### src/rtl/gsample_uart_framer_pkg.sv
// Shared types, constants and helpers for the accelerometer ASCII framer.
package gframe_pkg;

  localparam int unsigned AXIS_W  = 16;
  localparam int unsigned BYTE_W  = 8;
  localparam int unsigned MSG_LEN = 17;
  localparam int unsigned IDX_W   = 5;

  localparam logic [BYTE_W-1:0] ASCII_LT  = 8'h3C;
  localparam logic [BYTE_W-1:0] ASCII_BAR = 8'h7C;
  localparam logic [BYTE_W-1:0] ASCII_GT  = 8'h3E;
  localparam logic [BYTE_W-1:0] ASCII_NL  = 8'h0A;

  typedef enum logic [1:0] {
    IDLE = 2'd0,
    LOAD = 2'd1,
    SEND = 2'd2
  } state_t;

  typedef struct packed {
    logic [AXIS_W-1:0] x;
    logic [AXIS_W-1:0] y;
    logic [AXIS_W-1:0] z;
  } sample_t;

  // Uppercase ASCII hex digit for one nibble.
  function automatic logic [BYTE_W-1:0] nibble_to_hex(input logic [3:0] n);
    if (n < 4'd10) begin
      return 8'h30 + BYTE_W'(n);
    end
    return 8'h37 + BYTE_W'(n);
  endfunction

endpackage

### src/rtl/gsample_uart_framer_if.sv
// Sample input strobe and UART byte stream bundled for the framer.
interface gsample_uart_framer_if;

  logic                          in_valid;
  logic [gframe_pkg::AXIS_W-1:0] in_x;
  logic [gframe_pkg::AXIS_W-1:0] in_y;
  logic [gframe_pkg::AXIS_W-1:0] in_z;
  logic                          out_valid;
  logic                          out_ready;
  logic [gframe_pkg::BYTE_W-1:0] out_data;
  logic                          out_last;

  // Sample source and UART side.
  modport master (
    output in_valid, in_x, in_y, in_z, out_ready,
    input  out_valid, out_data, out_last
  );

  // Framer side.
  modport slave (
    input  in_valid, in_x, in_y, in_z, out_ready,
    output out_valid, out_data, out_last
  );

endinterface

### src/rtl/gsample_uart_framer_byte_mux.sv
// Selects the ASCII byte of the captured frame at the current index.
module framer_byte_mux
  import gframe_pkg::*;
(
  input  sample_t           i_frame,
  input  logic [IDX_W-1:0]  i_index,
  output logic [BYTE_W-1:0] o_data_c,
  output logic              o_last_c
);

  // Fixed frame layout "<xxxx|yyyy|zzzz>\n", digits MSB first.
  always_comb begin
    o_data_c = 8'h00;
    o_last_c = 1'b0;
    case (i_index)
      5'd0:  o_data_c = ASCII_LT;
      5'd1:  o_data_c = nibble_to_hex(i_frame.x[15:12]);
      5'd2:  o_data_c = nibble_to_hex(i_frame.x[11:8]);
      5'd3:  o_data_c = nibble_to_hex(i_frame.x[7:4]);
      5'd4:  o_data_c = nibble_to_hex(i_frame.x[3:0]);
      5'd5:  o_data_c = ASCII_BAR;
      5'd6:  o_data_c = nibble_to_hex(i_frame.y[15:12]);
      5'd7:  o_data_c = nibble_to_hex(i_frame.y[11:8]);
      5'd8:  o_data_c = nibble_to_hex(i_frame.y[7:4]);
      5'd9:  o_data_c = nibble_to_hex(i_frame.y[3:0]);
      5'd10: o_data_c = ASCII_BAR;
      5'd11: o_data_c = nibble_to_hex(i_frame.z[15:12]);
      5'd12: o_data_c = nibble_to_hex(i_frame.z[11:8]);
      5'd13: o_data_c = nibble_to_hex(i_frame.z[7:4]);
      5'd14: o_data_c = nibble_to_hex(i_frame.z[3:0]);
      5'd15: o_data_c = ASCII_GT;
      5'd16: begin
        o_data_c = ASCII_NL;
        o_last_c = 1'b1;
      end
      default: begin
        o_data_c = 8'h00;
        o_last_c = 1'b0;
      end
    endcase
  end

endmodule

### src/rtl/gsample_uart_framer.sv
// Decimates accelerometer samples, buffers one pending sample and streams
// each as a 17-byte ASCII frame with valid/ready backpressure.
module gsample_uart_framer
  import gframe_pkg::*;
#(
  parameter int unsigned DECIM   = 1,
  parameter int unsigned DROP_W  = 8,
  parameter int unsigned FRAME_W = 16
) (
  input  logic                    clk,
  input  logic                    rst,
  input  logic                    enable,
  gsample_uart_framer_if.slave    io_bus,
  output logic                    busy,
  output logic [FRAME_W-1:0]      frame_cnt,
  output logic [DROP_W-1:0]       drop_cnt
);

  localparam int unsigned DEC_W = 8;
  localparam logic [DEC_W-1:0] DEC_LAST = DEC_W'(DECIM - 1);
  localparam logic [IDX_W-1:0] IDX_LAST = IDX_W'(MSG_LEN - 1);

  state_t             r_state;
  state_t             w_state_next;
  logic [DEC_W-1:0]   r_decim;
  sample_t            r_pend;
  logic               r_full;
  sample_t            r_frame;
  logic [IDX_W-1:0]   r_index;
  logic [FRAME_W-1:0] r_frame_cnt;
  logic [DROP_W-1:0]  r_drop_cnt;

  logic               w_accept;
  logic               w_fwd;
  logic               w_load;
  logic               w_out_valid;
  logic               w_advance;
  logic               w_done;
  logic [BYTE_W-1:0]  w_mux_data;
  logic               w_mux_last;
  sample_t            w_sample;

  assign w_accept = io_bus.in_valid && enable;
  assign w_fwd    = w_accept && (r_decim == DEC_LAST);
  assign w_sample = '{x: io_bus.in_x, y: io_bus.in_y, z: io_bus.in_z};

  // State register.
  always_ff @(posedge clk) begin
    if (rst) begin
      r_state <= IDLE;
    end else begin
      r_state <= w_state_next;
    end
  end

  // Next-state and per-state strobes.
  always_comb begin
    w_state_next = r_state;
    w_load       = 1'b0;
    w_out_valid  = 1'b0;
    w_advance    = 1'b0;
    w_done       = 1'b0;
    case (r_state)
      IDLE: begin
        if (r_full && enable) begin
          w_state_next = LOAD;
        end
      end
      LOAD: begin
        w_load       = 1'b1;
        w_state_next = SEND;
      end
      SEND: begin
        w_out_valid = 1'b1;
        if (io_bus.out_ready) begin
          if (r_index == IDX_LAST) begin
            w_done       = 1'b1;
            w_state_next = IDLE;
          end else begin
            w_advance = 1'b1;
          end
        end
      end
      default: w_state_next = IDLE;
    endcase
  end

  // Decimation counter advances only on accepted strobes.
  always_ff @(posedge clk) begin
    if (rst) begin
      r_decim <= '0;
    end else if (w_accept) begin
      r_decim <= (r_decim == DEC_LAST) ? '0 : r_decim + DEC_W'(1);
    end
  end

  // Pending buffer: a forwarded sample wins over a same-cycle load.
  always_ff @(posedge clk) begin
    if (rst) begin
      r_pend     <= '0;
      r_full     <= 1'b0;
      r_drop_cnt <= '0;
    end else if (w_fwd) begin
      r_pend <= w_sample;
      r_full <= 1'b1;
      if (r_full && !w_load && (r_drop_cnt != '1)) begin
        r_drop_cnt <= r_drop_cnt + DROP_W'(1);
      end
    end else if (w_load) begin
      r_full <= 1'b0;
    end
  end

  // Frame capture, byte index and completed-frame counter.
  always_ff @(posedge clk) begin
    if (rst) begin
      r_frame     <= '0;
      r_index     <= '0;
      r_frame_cnt <= '0;
    end else begin
      if (w_load) begin
        r_frame <= r_pend;
        r_index <= '0;
      end else if (w_advance) begin
        r_index <= r_index + IDX_W'(1);
      end
      if (w_done) begin
        r_frame_cnt <= r_frame_cnt + FRAME_W'(1);
      end
    end
  end

  framer_byte_mux u_byte_mux (
    .i_frame  (r_frame),
    .i_index  (r_index),
    .o_data_c (w_mux_data),
    .o_last_c (w_mux_last)
  );

  assign io_bus.out_valid = w_out_valid;
  assign io_bus.out_data  = w_out_valid ? w_mux_data : 8'h00;
  assign io_bus.out_last  = w_out_valid && w_mux_last;
  assign busy             = (r_state != IDLE);
  assign frame_cnt        = r_frame_cnt;
  assign drop_cnt         = r_drop_cnt;

endmodule

### src/flat_wrapper.sv
// flat-port wrapper written by rule: the top's interface ports become plain ports
module gsample_uart_framer_flat import gframe_pkg::*;
#(
  parameter int unsigned DECIM   = 1,
  parameter int unsigned DROP_W  = 8,
  parameter int unsigned FRAME_W = 16
)
  (clk, rst, enable, busy, frame_cnt, drop_cnt, io_bus_in_valid, io_bus_in_x, io_bus_in_y, io_bus_in_z, io_bus_out_ready, io_bus_out_valid, io_bus_out_data, io_bus_out_last);
  gsample_uart_framer_if io_bus_i ();
  input  logic clk;
  input  logic rst;
  input  logic enable;
  output logic busy;
  output logic [FRAME_W-1:0] frame_cnt;
  output logic [DROP_W-1:0] drop_cnt;
  input wire logic [$bits(io_bus_i.in_valid)-1:0] io_bus_in_valid;
  input wire logic [$bits(io_bus_i.in_x)-1:0] io_bus_in_x;
  input wire logic [$bits(io_bus_i.in_y)-1:0] io_bus_in_y;
  input wire logic [$bits(io_bus_i.in_z)-1:0] io_bus_in_z;
  input wire logic [$bits(io_bus_i.out_ready)-1:0] io_bus_out_ready;
  output wire logic [$bits(io_bus_i.out_valid)-1:0] io_bus_out_valid;
  output wire logic [$bits(io_bus_i.out_data)-1:0] io_bus_out_data;
  output wire logic [$bits(io_bus_i.out_last)-1:0] io_bus_out_last;
  assign io_bus_i.in_valid = io_bus_in_valid;
  assign io_bus_i.in_x = io_bus_in_x;
  assign io_bus_i.in_y = io_bus_in_y;
  assign io_bus_i.in_z = io_bus_in_z;
  assign io_bus_i.out_ready = io_bus_out_ready;
  assign io_bus_out_valid = io_bus_i.out_valid;
  assign io_bus_out_data = io_bus_i.out_data;
  assign io_bus_out_last = io_bus_i.out_last;
  gsample_uart_framer #(.DECIM(DECIM), .DROP_W(DROP_W), .FRAME_W(FRAME_W)) u_core (.clk(clk), .rst(rst), .enable(enable), .io_bus(io_bus_i), .busy(busy), .frame_cnt(frame_cnt), .drop_cnt(drop_cnt));
endmodule
### config.mk
export PLATFORM = sky130hd
export DESIGN_NAME = gsample_uart_framer_flat
export DESIGN_NICKNAME = d
export VERILOG_FILES = /design/src/rtl/gsample_uart_framer_pkg.sv /design/src/rtl/gsample_uart_framer_if.sv /design/src/rtl/gsample_uart_framer_byte_mux.sv /design/src/rtl/gsample_uart_framer.sv /design/src/flat_wrapper.sv
export SDC_FILE = /design/constraint.sdc
export NUM_CORES = 1
export LEC_CHECK = 0
export CORE_ASPECT_RATIO = 0.8
export CORE_UTILIZATION = 55
export CTS_CLUSTER_DIAMETER = 150
export DETAILED_ROUTE_END_ITERATION = 10
export GPL_ROUTABILITY_DRIVEN = 0
export PLACE_DENSITY = 0.79
export SLEW_MARGIN = 25
export SYNTH_ARGS = -nofsm -noshare
export SYNTH_HDL_FRONTEND = slang
export SYNTH_SLANG_ARGS = --single-unit
### constraint.sdc
create_clock -name clk -period 2.6 [get_ports clk]
set_clock_uncertainty 0.15 [all_clocks]
set_input_delay 0.26 -clock clk [delete_from_list [all_inputs] [get_ports clk]]
set_output_delay 0.26 -clock clk [all_outputs]
set_load 0.05 [all_outputs]
## Yosys cells after proc, flatten, opt, wreduce, memory -nomap -nowiden

Index checks and enable logic that the tools add are counted.

- Register bits: 136
- Bits of input ports: 53
- Output and inout bits: 35
- Logic and storage cells: 155

- Add/sub/neg operators: 28
- $lt $le $gt $ge: 12
- Equal/unequal tests: 22
- Mux-type cells: 65
- Reductions and logical operators: 16

Operators by type and width:

| cell | number |
|---|---|
| two-way mux 8 bit | 26 |
| adder 6 x 4 -> 7 bit, first input constant | 24 |
| case mux 8 bit (16 select lines) | 1 |
| < comparator 4 bit, second input constant | 12 |
| equality test 5 x 4 -> 1 bit, second input constant | 8 |
| two-way mux 1 bit | 34 |
| equality test 5 x 3 -> 1 bit, second input constant | 4 |
| adder 16 x 1 -> 16 bit, second input constant | 1 |
| adder 8 x 1 -> 8 bit, second input constant | 2 |
| equality test 5 x 2 -> 1 bit, second input constant | 2 |
| zero test 8 bit | 1 |
| inequality test 8 bit, second input constant | 1 |
| logical AND 1 bit | 6 |
| two-way mux 2 bit | 3 |
| case mux 2 bit (3 select lines) | 1 |
| adder 5 x 1 -> 5 bit, second input constant | 1 |
| equality test 5 x 1 -> 1 bit, second input constant | 1 |
| equality test 5 bit, second input constant | 1 |
| zero test 5 bit | 1 |
| inequality test 2 x 1 -> 1 bit, second input constant | 2 |
| nonzero test 2 bit | 2 |
| OR reduction 2 bit | 2 |
| AND reduction 3 bit | 1 |
| equality test 2 x 1 -> 1 bit, second input constant | 1 |
| 5 further kinds | 5 |

## Depth between registers and ports, before layout

- Depth in word-level cells: 6
- Depth in mapped cells: 8
- Depth with buffers taken out: 7

## Hierarchy

A second synthesis with hierarchy kept.

- Cell total of the unflattened synthesis: 917
- Area, all modules: 6885.4 µm²

Modules (own cells, without submodules):

| module | times used | cells each | area each (µm²) | seq. area each (µm²) |
|---|---|---|---|---|
| gsample_uart_framer | 1 | 648 | 5211.2 | 2722.6 |
| framer_byte_mux | 1 | 269 | 1674.1 | 0.0 |

## Worst setup path after synthesis

OpenSTA, ideal clock, no wires.

- Kind: register to output
- From: register u_core.r_index[0]
- To: output port io_bus_out_data[3]
- Arrival time: 2.696 ns
- Data required time: 2.190 ns
- Path slack: -0.506 ns
- Cell stages (with the launch flop): 9
- Buffers on the path: 1
- Cell sequence: dfxtp_1 inv_1 ha_1 or4b_1 buf_2 or4b_1 nand4_1 nor4_1 a31oi_1

- Longest elaborated chain between the ends: 4
- Elaborated cells between the ends (all ways): 20
- Classes of those cells: eq/ne: 16; mux: 2; reduce/logical: 2

RTL lines:

| item | line | RTL |
|---|---|---|
| from (decl) | gsample_uart_framer.sv:29 | `logic [IDX_W-1:0] r_index;` |
| from (signal assigned) | gsample_uart_framer.sv:125 | `r_index <= r_index + IDX_W'(1);` |
| equality test 5 x 4 -> 1 bit / equality test 5 x 3 -> 1 bit (equally long branches) | gsample_uart_framer_byte_mux.sv:15 | `case (i_index)` |
| OR reduction 2 bit (no source line) | n/a |  |
| case mux 8 bit (16 select lines) (*) | gsample_uart_framer_byte_mux.sv:15 |  |
| two-way mux 8 bit (*) | gsample_uart_framer.sv:141 | `assign io_bus.out_data = w_out_valid ? w_mux_data : 8'h00;` |
| to (decl) | flat_wrapper.sv:22 | `output wire logic [$bits(io_bus_i.out_data)-1:0] io_bus_out_data;` |

Every way passes the cells marked *; elsewhere a longest branch is shown, timed or not.

## Final worst setup path

- From: register u_core.r_index[2]
- To: output port io_bus_out_data[1]

The elaborated chain is that of the path after synthesis.

==> results <==
- The number of inserted diodes is 0.
- The final count of pins violating max slew was 0.
- TritonCTS built the clock tree.
- Summed over all instances, the cell type with the most area after synthesis is dfxtp_1.
- The fraction of the cycle the final worst path needs is 1.139.
- The number of enable-type register cells in the synthesized netlist is 0.
- 88 I/O pins were placed.
- After layout, the minimum clock period comes to 2.961 ns.
- The kind of launch point of the worst setup path is a flop.
- Data on the critical path arrives at its endpoint at 2.55 ns.
- By area the synthesized netlist is led by dfxtp_1, nand2_1, a21oi_1.
- Counting stages on the worst path, the most repeated cell is buf_4.
- The horizontal die dimension is 126.5 µm.
- Input and output buffers added on the ports amount to 86.
- The leakage power is 0.002894 µW.
- The run finished, with violations left.
- The number of nets handed over by synthesis was 978.
- The area of the die is 0.01286 mm².
- The area of all placed cells without fillers is 0.008735 mm².
- The mapped netlist covers 0.006824 mm².
- The class of the tightest hold or removal check is input port to flop.
- The floorplan core area is 0.01178 mm².
- For this configuration, the core starts out at a cell density of 0.5793.
- The family of cells with the greatest summed delay on the critical path is compound AO/OA/AOI/OAI gates.
- For this run, the slowest stage of the critical path takes 0.43 ns.
- In this run the vertical extent of the chip is 101.6 µm.
- Walking the worst path, the cells encountered are buf_4 -> nor3_2 -> nand2_1 -> a211oi_1 -> nor4_1 -> a31oi_1 -> buf_4.
- The number of clock sinks is 136.
- The first-pass detailed-route iteration total is 11.
- Across the run, the number of max-cap violations was 0.
- Synthesis inferred 136 register bits.
- The detailed router's first-iteration violation count is 748.
- The proportion of netlist area held by the largest area contributor is 0.3990.
- The remaining number of nets flagged by the antenna check after routing is 0.
- The maximum frequency from static timing analysis is 337.7 MHz.
- The slowest cell on the critical path is a211oi_1.
- The placed instances occupy a cell area of 0.007951 mm².
- Averaged over all synthesized cells, the footprint is 7.549 µm².
- The maximum buffer depth of the clock tree is 2.
- The detail-routed net length per standard cell is 15.66 µm.
- The post-detailed-route via-to-cell ratio is 5.793.
- The area added between synthesis and finish is 28.00%.
- Detailed placement finished with a half-perimeter wire length of 12310 µm.
- Setup repair after global routing could not meet its margin everywhere.
- In the final layout, the share of cells above drive strength 1 is 0.1090.
- The residual DRC count is 0.
- The dominant register cell in the synthesized netlist is dfxtp_1.
- STA classifies the critical path endpoint as an output port.
- Counting distinct cell types in the post-synthesis netlist gives 48.
- After clock tree synthesis, the flow added hold-fix buffers numbering 0.
- Of the synthesized area, sequential elements account for 0.3990.
- The slew at the pin closest to its max-slew limit is 0.6005 ns.
- The kind of critical path is flop to output port.
- The worst-case headroom to the max-slew limit is 0.5954.
- Counting the fill cells in the layout gives 909.
- The first-pass GRT wire length is 29880 µm.
- Data on the critical path is required at its endpoint by 2.19 ns.
- After clock tree synthesis, the clock-pin slew on the worst setup and hold paths is 0.06 ns.
- The final hold violation count is 0.
- Setup violations remaining at the end of the flow were counted as 7.
- Detailed routing inserted a total of 6703 vias.
- For the worst-skew pair, the clock arrives at the later sink with an insertion delay of 0.42 ns.
- The final layout contains 1070 nets.
- The area of combinational cells with multiple inputs is 0.003930 mm².
- TritonCTS created 17 clock buffers.
- The maximum level of the CTS H-tree is 4.
- For this run, the total global-route usage over all layers was measured as 0.2920.
- The master cell of the clock root buffer is clkbuf_16.
- After detailed routing, the total wire length is 18110 µm.
- The maximum fanout count along the critical path is 7.
- The count of synthesis-stage warnings from yosys is 0.
- The number of buffers and inverters on the critical path is 2.
- The number of antenna violations at the first check in global routing is 0.
- The number of global-route vias before repair is 6067.
- The power density normalized to cell area is 561.8 mW/mm².
- Global routing finished with a remaining overflow of 0.
- Counting flops with an async set or reset pin after synthesis yields a share of 0.
- Row generation in the floorplan step produced 35 rows.
- After routing, the total negative slack on setup checks comes to -2.032 ns.
- Once routing completed, OpenROAD measured the worst setup slack at -0.3613 ns.
- The worst setup slack for register-to-register paths is 0.30 ns.
- The maximum number of pins on one net before global-route repair is 58.
- Synthesis produced 904 cells.
- The largest vdd supply drop is 0.4427 mV.
- The sequential cells in the finished layout cover a total of 0.002725 mm².
- The final reports fail on setup timing.
-- final timing paths --
check,endpoint,from,cells after the start
max,io_bus_out_data[1],u_core.r_index[2],7
min,u_core.drop_cnt[2],rst,2
max reg2reg,u_core.frame_cnt[14],u_core.r_index[1],8
min reg2reg,u_core.r_frame[13],u_core.r_pend[13],2
-- what timing repair did --
action | in CTS | in global routing
resized for setup | 29 | 3
pin swaps | 11 | 0
endpoints found under the hold margin | 0 | 0
endpoints found under the setup margin | 7 | 7
buffers inserted | 5 | 0
-- kinds of logic (layout without fill, tap and decap cells) --
kind of cell               count (synthesis)  count (layout)  share of synthesized area
and+or+nand+nor                          395             395                     0.2726
AOI/OAI and AO/OA                        222             222                     0.1832
DFF                                      136             136                     0.3990
buffers and inverters                     85             190                    0.04877
xor gates and xnor gates                  40              40                    0.05134
adders and majority gates                 21              21                    0.03850
muxes                                      4               4                   0.006051
other                                      1               1                  0.0005495
-- where the power goes --
group          switching (µW)  internal (µW)
combinational             172            142
sequential               29.0           2130
clock                     961           1470
total                    1160           3750
-- layout make-up --
cell class,instances,share of cell area
clock buffers,19,0.05185
clock inverters,13,0.01647
inverters,36,0.01547
multi-input cells,683,0.4499
flip-flops and latches,136,0.3120
well taps,148,0.02120
repair buffers,122,0.1331
-- state kept, by name (all words and copies together), names as in the netlist --
signal,flops
u_core.r_decim,8
u_core.r_state,2
u_core.r_full,1
u_core.frame_cnt,16
u_core.r_pend,48
u_core.drop_cnt,8
u_core.r_index,5
u_core.r_frame,48
-- cell usage in the layout (no fill, tap or decap), types with 4 or more instances in the layout --
cell,instances
nand3_1,16
buf_12,4
nor2_1,44
a31oi_1,4
inv_1,34
o22ai_1,19
a22oi_1,6
buf_4,40
nor4_1,7
o21ai_0,26
nand4_1,10
ha_1,17
o21a_1,4
and2_1,4
xnor2_1,34
nand2_1,224
dfxtp_1,134
and4b_1,14
a211oi_1,10
nor3_1,17
and3_1,7
xor2_1,6
and4_1,4
clkdlybuf4s50_1,77
a21oi_1,134
nor2b_1,18
clkbuf_16,17
-- Yosys cell counts (7+ instances only) --
master,number
nor3_1,18
o21ai_0,26
nand2_1,224
nand3_1,18
ha_1,21
nor2_1,44
nor2b_1,19
nor4_1,9
clkbuf_1,40
and3_1,7
a211oi_1,11
o22ai_1,20
and4b_1,14
inv_1,36
a21oi_1,136
xnor2_1,34
dfxtp_1,136
nand4_1,10
-- per-layer routing --
layer	vias up	global-route usage	routed length [µm]
li1	3299	-	-
met1	3081	0.3974	8515
met2	278	0.4450	7714
met3	45	0.1046	1621
met4	0	0.06209	261
met5	-	0	0
-- through the flow --
| stage | utilization | total power (µW) | hold WS, ns | setup slack (ns) | instances |
|---|---|---|---|---|---|
| after global placement | 0.6750 | 2503 | 0.2890 | -0.00003419 | 1120 |
| after global routing | 0.7415 | 5057 | 0.1776 | -0.4001 | 1157 |
| after detailed placement | 0.6750 | 2508 | 0.2926 | -0.03162 | 1120 |
| final | 0.7415 | 4907 | 0.1510 | -0.3613 | 1157 |
| after floorplan | - | 2367 | 0.2352 | -0.2825 | 904 |
| after CTS | 0.7400 | 4911 | 0.1544 | -0.3145 | 1157 |
(Power assumes the default switching activity.)
